**config.mk**
```make
export PLATFORM = sky130hd
export DESIGN_NAME = sdram_arbiter
export DESIGN_NICKNAME = d
export VERILOG_FILES = /design/src/rtl/sdram_arbiter.sv
export SDC_FILE = /design/constraint.sdc
export NUM_CORES = 1
export LEC_CHECK = 0
export CAP_MARGIN = 20
export CORE_AREA = 2 2 165 167
export DETAILED_ROUTE_END_ITERATION = 8
export DIE_AREA = 0 0 167 169
export HOLD_SLACK_MARGIN = 0.02
export PLACE_DENSITY_LB_ADDON = 0.08
export SKIP_CTS_REPAIR_TIMING = 1
export SLEW_MARGIN = 20
export SYNTH_ARGS = -nofsm -noshare
export SYNTH_HDL_FRONTEND = slang
export SYNTH_SLANG_ARGS = --single-unit
```
**constraint.sdc**
```tcl
create_clock -name i_clk -period 4.06 [get_ports i_clk]
set_input_delay 0.812 -clock i_clk [delete_from_list [all_inputs] [get_ports i_clk]]
set_output_delay 0.812 -clock i_clk [all_outputs]
set_load 0.03 [all_outputs]
```
**src/rtl/sdram_arbiter.sv**
```systemverilog
// Round-robin arbiter for NUM_CH single-word requesters onto the SDRAM controller Avalon-MM s1 port.
// Optional burst lock is enabled by defining SDRAM_ARB_LOCK_EN.
module sdram_arbiter #(
  parameter int unsigned NUM_CH = 5,
  parameter int unsigned ADDR_W = 23,
  parameter int unsigned DATA_W = 32
) (
  input  logic                     i_clk,
  input  logic                     i_rst,
  input  logic [NUM_CH-1:0]        req_read,
  input  logic [NUM_CH-1:0]        req_write,
  input  logic [NUM_CH*ADDR_W-1:0] req_addr,
  input  logic [NUM_CH*DATA_W-1:0] req_writedata,
  output logic [DATA_W-1:0]        req_readdata,
  output logic [NUM_CH-1:0]        req_finished,
  output logic [NUM_CH-1:0]        o_grant,
`ifdef SDRAM_ARB_LOCK_EN
  input  logic [NUM_CH-1:0]        i_lock,
`endif
  output logic [ADDR_W-1:0]        new_sdram_controller_0_s1_address,
  output logic [DATA_W/8-1:0]      new_sdram_controller_0_s1_byteenable_n,
  output logic                     new_sdram_controller_0_s1_chipselect,
  output logic [DATA_W-1:0]        new_sdram_controller_0_s1_writedata,
  output logic                     new_sdram_controller_0_s1_read_n,
  output logic                     new_sdram_controller_0_s1_write_n,
  input  logic [DATA_W-1:0]        new_sdram_controller_0_s1_readdata,
  input  logic                     new_sdram_controller_0_s1_readdatavalid,
  input  logic                     new_sdram_controller_0_s1_waitrequest
);

  localparam int unsigned IdxW = (NUM_CH > 1) ? $clog2(NUM_CH) : 1;

  typedef enum logic [1:0] {StIdle, StIssue, StRdWait, StDone} state_e;

  state_e              state_q, state_d;
  logic [NUM_CH-1:0]   grant_q, grant_d;
  logic [NUM_CH-1:0]   finished_q, finished_d;
  logic [DATA_W-1:0]   readdata_q, readdata_d;
  logic [ADDR_W-1:0]   address_q, address_d;
  logic [DATA_W-1:0]   writedata_q, writedata_d;
  logic                cs_q, cs_d;
  logic                read_n_q, read_n_d;
  logic                write_n_q, write_n_d;
  logic [IdxW-1:0]     last_q, last_d;
  logic                op_wr_q, op_wr_d;
`ifdef SDRAM_ARB_LOCK_EN
  logic                lock_q, lock_d;
`endif

  logic [NUM_CH-1:0]   pend;
  logic                win_valid;
  logic [IdxW-1:0]     win_idx;
  logic [IdxW:0]       cand;
  logic                accept;

  assign accept = cs_q && !new_sdram_controller_0_s1_waitrequest;

  // Scan last+1 .. last (modulo NUM_CH); first pending channel wins.
  always_comb begin
    pend      = req_read | req_write;
    win_valid = 1'b0;
    win_idx   = '0;
    cand      = '0;
    for (int unsigned i = 1; i <= NUM_CH; i++) begin
      cand = {1'b0, last_q} + (IdxW+1)'(i);
      if (cand >= (IdxW+1)'(NUM_CH)) cand = cand - (IdxW+1)'(NUM_CH);
      if (!win_valid && pend[cand[IdxW-1:0]]) begin
        win_valid = 1'b1;
        win_idx   = cand[IdxW-1:0];
      end
    end
`ifdef SDRAM_ARB_LOCK_EN
    if (lock_q && pend[last_q]) win_idx = last_q;
`endif
  end

  always_ff @(posedge i_clk or negedge i_rst) begin
    if (!i_rst) begin
      state_q     <= StIdle;
      grant_q     <= '0;
      finished_q  <= '0;
      readdata_q  <= '0;
      address_q   <= '0;
      writedata_q <= '0;
      cs_q        <= 1'b0;
      read_n_q    <= 1'b1;
      write_n_q   <= 1'b1;
      last_q      <= IdxW'(NUM_CH - 1);
      op_wr_q     <= 1'b0;
`ifdef SDRAM_ARB_LOCK_EN
      lock_q      <= 1'b0;
`endif
    end else begin
      state_q     <= state_d;
      grant_q     <= grant_d;
      finished_q  <= finished_d;
      readdata_q  <= readdata_d;
      address_q   <= address_d;
      writedata_q <= writedata_d;
      cs_q        <= cs_d;
      read_n_q    <= read_n_d;
      write_n_q   <= write_n_d;
      last_q      <= last_d;
      op_wr_q     <= op_wr_d;
`ifdef SDRAM_ARB_LOCK_EN
      lock_q      <= lock_d;
`endif
    end
  end

  always_comb begin
    state_d = state_q;
    unique case (state_q)
      StIdle:   if (win_valid) state_d = StIssue;
      StIssue: begin
        if (accept) begin
          state_d = (op_wr_q || new_sdram_controller_0_s1_readdatavalid) ? StDone : StRdWait;
        end
      end
      StRdWait: if (new_sdram_controller_0_s1_readdatavalid) state_d = StDone;
      StDone:   state_d = StIdle;
      default:  state_d = StIdle;
    endcase
  end

  // Strobes are registered, so the first ISSUE cycle only raises them; accept is judged
  // once they are visible to the controller.
  always_comb begin
    grant_d     = grant_q;
    finished_d  = '0;
    readdata_d  = readdata_q;
    address_d   = address_q;
    writedata_d = writedata_q;
    cs_d        = cs_q;
    read_n_d    = read_n_q;
    write_n_d   = write_n_q;
    last_d      = last_q;
    op_wr_d     = op_wr_q;
`ifdef SDRAM_ARB_LOCK_EN
    lock_d      = lock_q;
`endif
    unique case (state_q)
      StIdle: begin
        if (win_valid) begin
          grant_d     = NUM_CH'(1) << win_idx;
          address_d   = req_addr[32'(win_idx)*ADDR_W +: ADDR_W];
          writedata_d = req_writedata[32'(win_idx)*DATA_W +: DATA_W];
          op_wr_d     = req_write[win_idx];
          last_d      = win_idx;
        end
`ifdef SDRAM_ARB_LOCK_EN
        if (!pend[last_q]) lock_d = 1'b0;
`endif
      end
      StIssue: begin
        if (!cs_q) begin
          cs_d      = 1'b1;
          read_n_d  = op_wr_q;
          write_n_d = !op_wr_q;
        end else if (accept) begin
          cs_d      = 1'b0;
          read_n_d  = 1'b1;
          write_n_d = 1'b1;
          if (op_wr_q) begin
            finished_d = grant_q;
          end else if (new_sdram_controller_0_s1_readdatavalid) begin
            readdata_d = new_sdram_controller_0_s1_readdata;
            finished_d = grant_q;
          end
        end
      end
      StRdWait: begin
        if (new_sdram_controller_0_s1_readdatavalid) begin
          readdata_d = new_sdram_controller_0_s1_readdata;
          finished_d = grant_q;
        end
      end
      StDone: begin
        grant_d = '0;
`ifdef SDRAM_ARB_LOCK_EN
        lock_d  = i_lock[last_q];
`endif
      end
      default: ;
    endcase
  end

  assign req_readdata                           = readdata_q;
  assign req_finished                           = finished_q;
  assign o_grant                                = grant_q;
  assign new_sdram_controller_0_s1_address      = address_q;
  assign new_sdram_controller_0_s1_byteenable_n = '0;
  assign new_sdram_controller_0_s1_chipselect   = cs_q;
  assign new_sdram_controller_0_s1_writedata    = writedata_q;
  assign new_sdram_controller_0_s1_read_n       = read_n_q;
  assign new_sdram_controller_0_s1_write_n      = write_n_q;

endmodule

```
==> out/metrics.csv <==
metric,value,unit
first-pass GRT wire length,58200,um
vias in the first global route,9962,
Final WS setup,-0.172,ns
Placed Instances,1687,
WP data arrival,4.52,ns
IO Count,425,
P&R area growth vs syn,86.4,%
final hold violation count,0,
Syn Std Cell Area,7840,um2
Yosys reg bits,106,
Core ar.,26500,um2
# setup viols final,58,
I/O Buffers,420,
"Period Utilization, post-route",104,%
Remaining DRCs,0,
Clock Sinks,106,
clock-pin transition on the worst setup and hold timing paths,0.08,ns
CTS tree,done,
Synth area leader,dfrtp_1,
chip width,167,um
Cells after Synth,888,
placer congestion estimate,0.868,
worst-path maximum fanout,8,
number of flops mapped to enable cells by yosys,0,
timing-limited maximum frequency,0.236,GHz
Worst-Skew Late Latency,0.36,ns
CTS root buf,clkbuf_16,
all-layer global routing usage,26.3,%
Max clock buf depth,2,
DRT Pass-1 Iters,7,
Worst slew margin,37.5,%
RSZ-0062 raised after global routing,true,
Overflow after GRT,0,
status,"complete, but fails checks",
Synth Flop Type,dfrtp_1,
layout cells sized above 1,23.2,%
share of flip-flops with an asynchronous set or reset,100,%
DR vias,9812,
pin count of the biggest net entering global routing,62,
CTS Buf Count,9,
clock skew,0.00647,ns
Syn Area/Cell,8.82,um2
critical path endpoint,new_sdram_controller_0_s1_address[14],
"Seq/Total Area, Yosys",33.9,%
DIE AREA,28200,um2
RR Endpoint,new_sdram_controller_0_s1_address[14],
synth top area cells,"dfrtp_1 33%, nand3_1 7.0%, a211o_1 5.9%",
wire length per cell,23.2,um
Hold Path Depth,1,
CP Launch Point,last_q[0],
FILL cells,2444,
Die Ht,169,um
Layout Nets,1721,
worst setup path class,reg2reg,
Worst-Margin Slew,0.937,ns
Max Transition Viols Final,0,
Ys Warns,0,
final WL,40200,um
Startpoint Class,flop,
Initial Util,29.6,%
FP Rows,60,
worst r2r src,last_q[0],
initial antenna violation count,0,
routed vias/inst,5.67,
worst r2r path cells,16,
CTS H-tree depth,3,
Routed Antenna Nets,0,
WP data required,4.35,ns
failing checks,setup timing,
Final Non-Filler Cells,1730,
register-to-register path setup slack,-0.17,ns
Final Critical Period,4.23,ns
share of the synthesized area in the top cell type,32.9,%
Inserted Diodes,0,
Max Cap Viol,0,
drt initial violations,665,
worst min path class,reg2reg,
Cell variety after synth,71,
CP endpoint kind,flop,
DP HPWL,28700,um
==> worst min path at each step <==
stage	slack, ns	endpoint	start
floorplan	0.52	last_q[0]	i_rst
global placement	0.49	req_readdata[29]	req_readdata[29]
detailed placement	0.49	req_readdata[4]	req_readdata[4]
CTS	0.51	req_readdata[9]	req_readdata[9]
global route	0.52	req_readdata[23]	req_readdata[23]
finish	0.51	req_readdata[23]	req_readdata[23]
==> per-stage QoR <==
stage          setup TNS (ns)  worst slack, ns  area [um2]  hold WS [ns]  utilization, %
6_report                -5.35           -0.172       14600         0.508            55.1
5_1_grt                -11.73           -0.295       14600         0.519            55.1
4_1_cts                -12.89           -0.282       13800         0.512            52.0
3_5_place_dp           -19.78           -0.387       13500         0.492            50.9
3_3_place_gp           -17.20           -0.325       13500         0.488            50.9
2_1_floorplan           -8.81           -0.158        7900         0.516               -
==> cells by family (layout without fill, tap and decap cells) <==
kind of cell    count (synthesis)  after routing  share of synthesized area, %
other cells                     1              4                        0.0479
mux                            43             43                          6.05
buf+inv                       117            614                          6.53
flops                         106            106                          33.9
simple gates                  311            312                          20.9
fa+ha+maj                      16             16                          2.65
xor+xnor                        1              1                         0.112
compound gates                293            293                          29.8
==> cells in the final DEF (no fill, tap or decap), drive strengths merged, types with 35 or more instances in the layout <==
cell           count
clkdlybuf4s50    419
buf              159
nand3            111
dfrtp            103
nor2              76
a21oi             69
o31ai             55
nand4             53
a211o             53
a41oi             53
mux2              35
==> Yosys cell counts (2+ instances only) <==
| library cell | number |
|---|---|
| buf_2 | 6 |
| nand2b_1 | 5 |
| and2_1 | 5 |
| a41oi_1 | 33 |
| mux2i_1 | 8 |
| o21ai_1 | 2 |
| nand4_1 | 53 |
| mux2_2 | 34 |
| clkbuf_1 | 64 |
| and4_1 | 4 |
| o2bb2ai_1 | 6 |
| nor4_1 | 5 |
| a21oi_1 | 69 |
| a21o_1 | 5 |
| inv_1 | 12 |
| a32o_1 | 2 |
| a211o_1 | 53 |
| nor2b_1 | 4 |
| o31ai_1 | 55 |
| nor3_1 | 6 |
| nor2_1 | 76 |
| o22ai_1 | 3 |
| a41oi_2 | 20 |
| or4_4 | 2 |
| dfstp_2 | 3 |
| o32a_1 | 2 |
| a311oi_1 | 7 |
| ha_1 | 15 |
| o21ai_0 | 13 |
| nand3_1 | 110 |
| nand2_1 | 18 |
| nand3b_1 | 2 |
| buf_6 | 5 |
| buf_1 | 21 |
| dfrtp_1 | 103 |
| or2_2 | 4 |
| a22o_1 | 3 |
| a2111oi_0 | 5 |
| and3_1 | 5 |
| o2111a_1 | 2 |
| a2bb2oi_1 | 2 |
| buf_4 | 7 |
==> state kept, by name, indices dropped and copies added (netlist names) <==
name,count
req_finished,5
o_grant,5
req_readdata,32
op_wr_q,1
new_sdram_controller_0_s1_chipselect,1
state_q,2
new_sdram_controller_0_s1_write_n,1
new_sdram_controller_0_s1_writedata,32
new_sdram_controller_0_s1_read_n,1
last_q,3
new_sdram_controller_0_s1_address,23
==> per-layer routing <==
layer	vias up	global-route usage [%]	wire length, um
met5	-	0	0
met4	0	10.1	1490
met3	89	6.36	3150
met2	481	45.2	19500
met1	4777	32.0	16000
li1	4465	-	-
==> final cells by class <==
cell class | instances | area, um2 | share of cell area [%]
multi-input combinational | 669 | 5210 | 35.6
sequential | 106 | 2660 | 18.2
tap | 341 | 427 | 2.92
timing repair buffer | 585 | 5970 | 40.9
clock buffer | 10 | 229 | 1.57
inverter | 13 | 56.3 | 0.385
clock inverter | 6 | 60.1 | 0.411
==> worst max-delay path, stage by stage, from the launching register on <==
cell	delay, ns
dfrtp_2	0.46
inv_8	0.08
ha_4	0.13
inv_2	0.04
fa_2	0.44
or3_4	0.36
a21o_1	0.16
o2111a_1	0.13
or2_1	0.23
or4_4	0.54
buf_6	0.16
or4_4	0.48
and2_4	0.23
buf_12	0.17
buf_12	0.13
a211o_1	0.24
a41oi_2	0.16
Power is not shown: default switching activity piles up to over one toggle a cycle in this logic, so the estimate is an artifact.
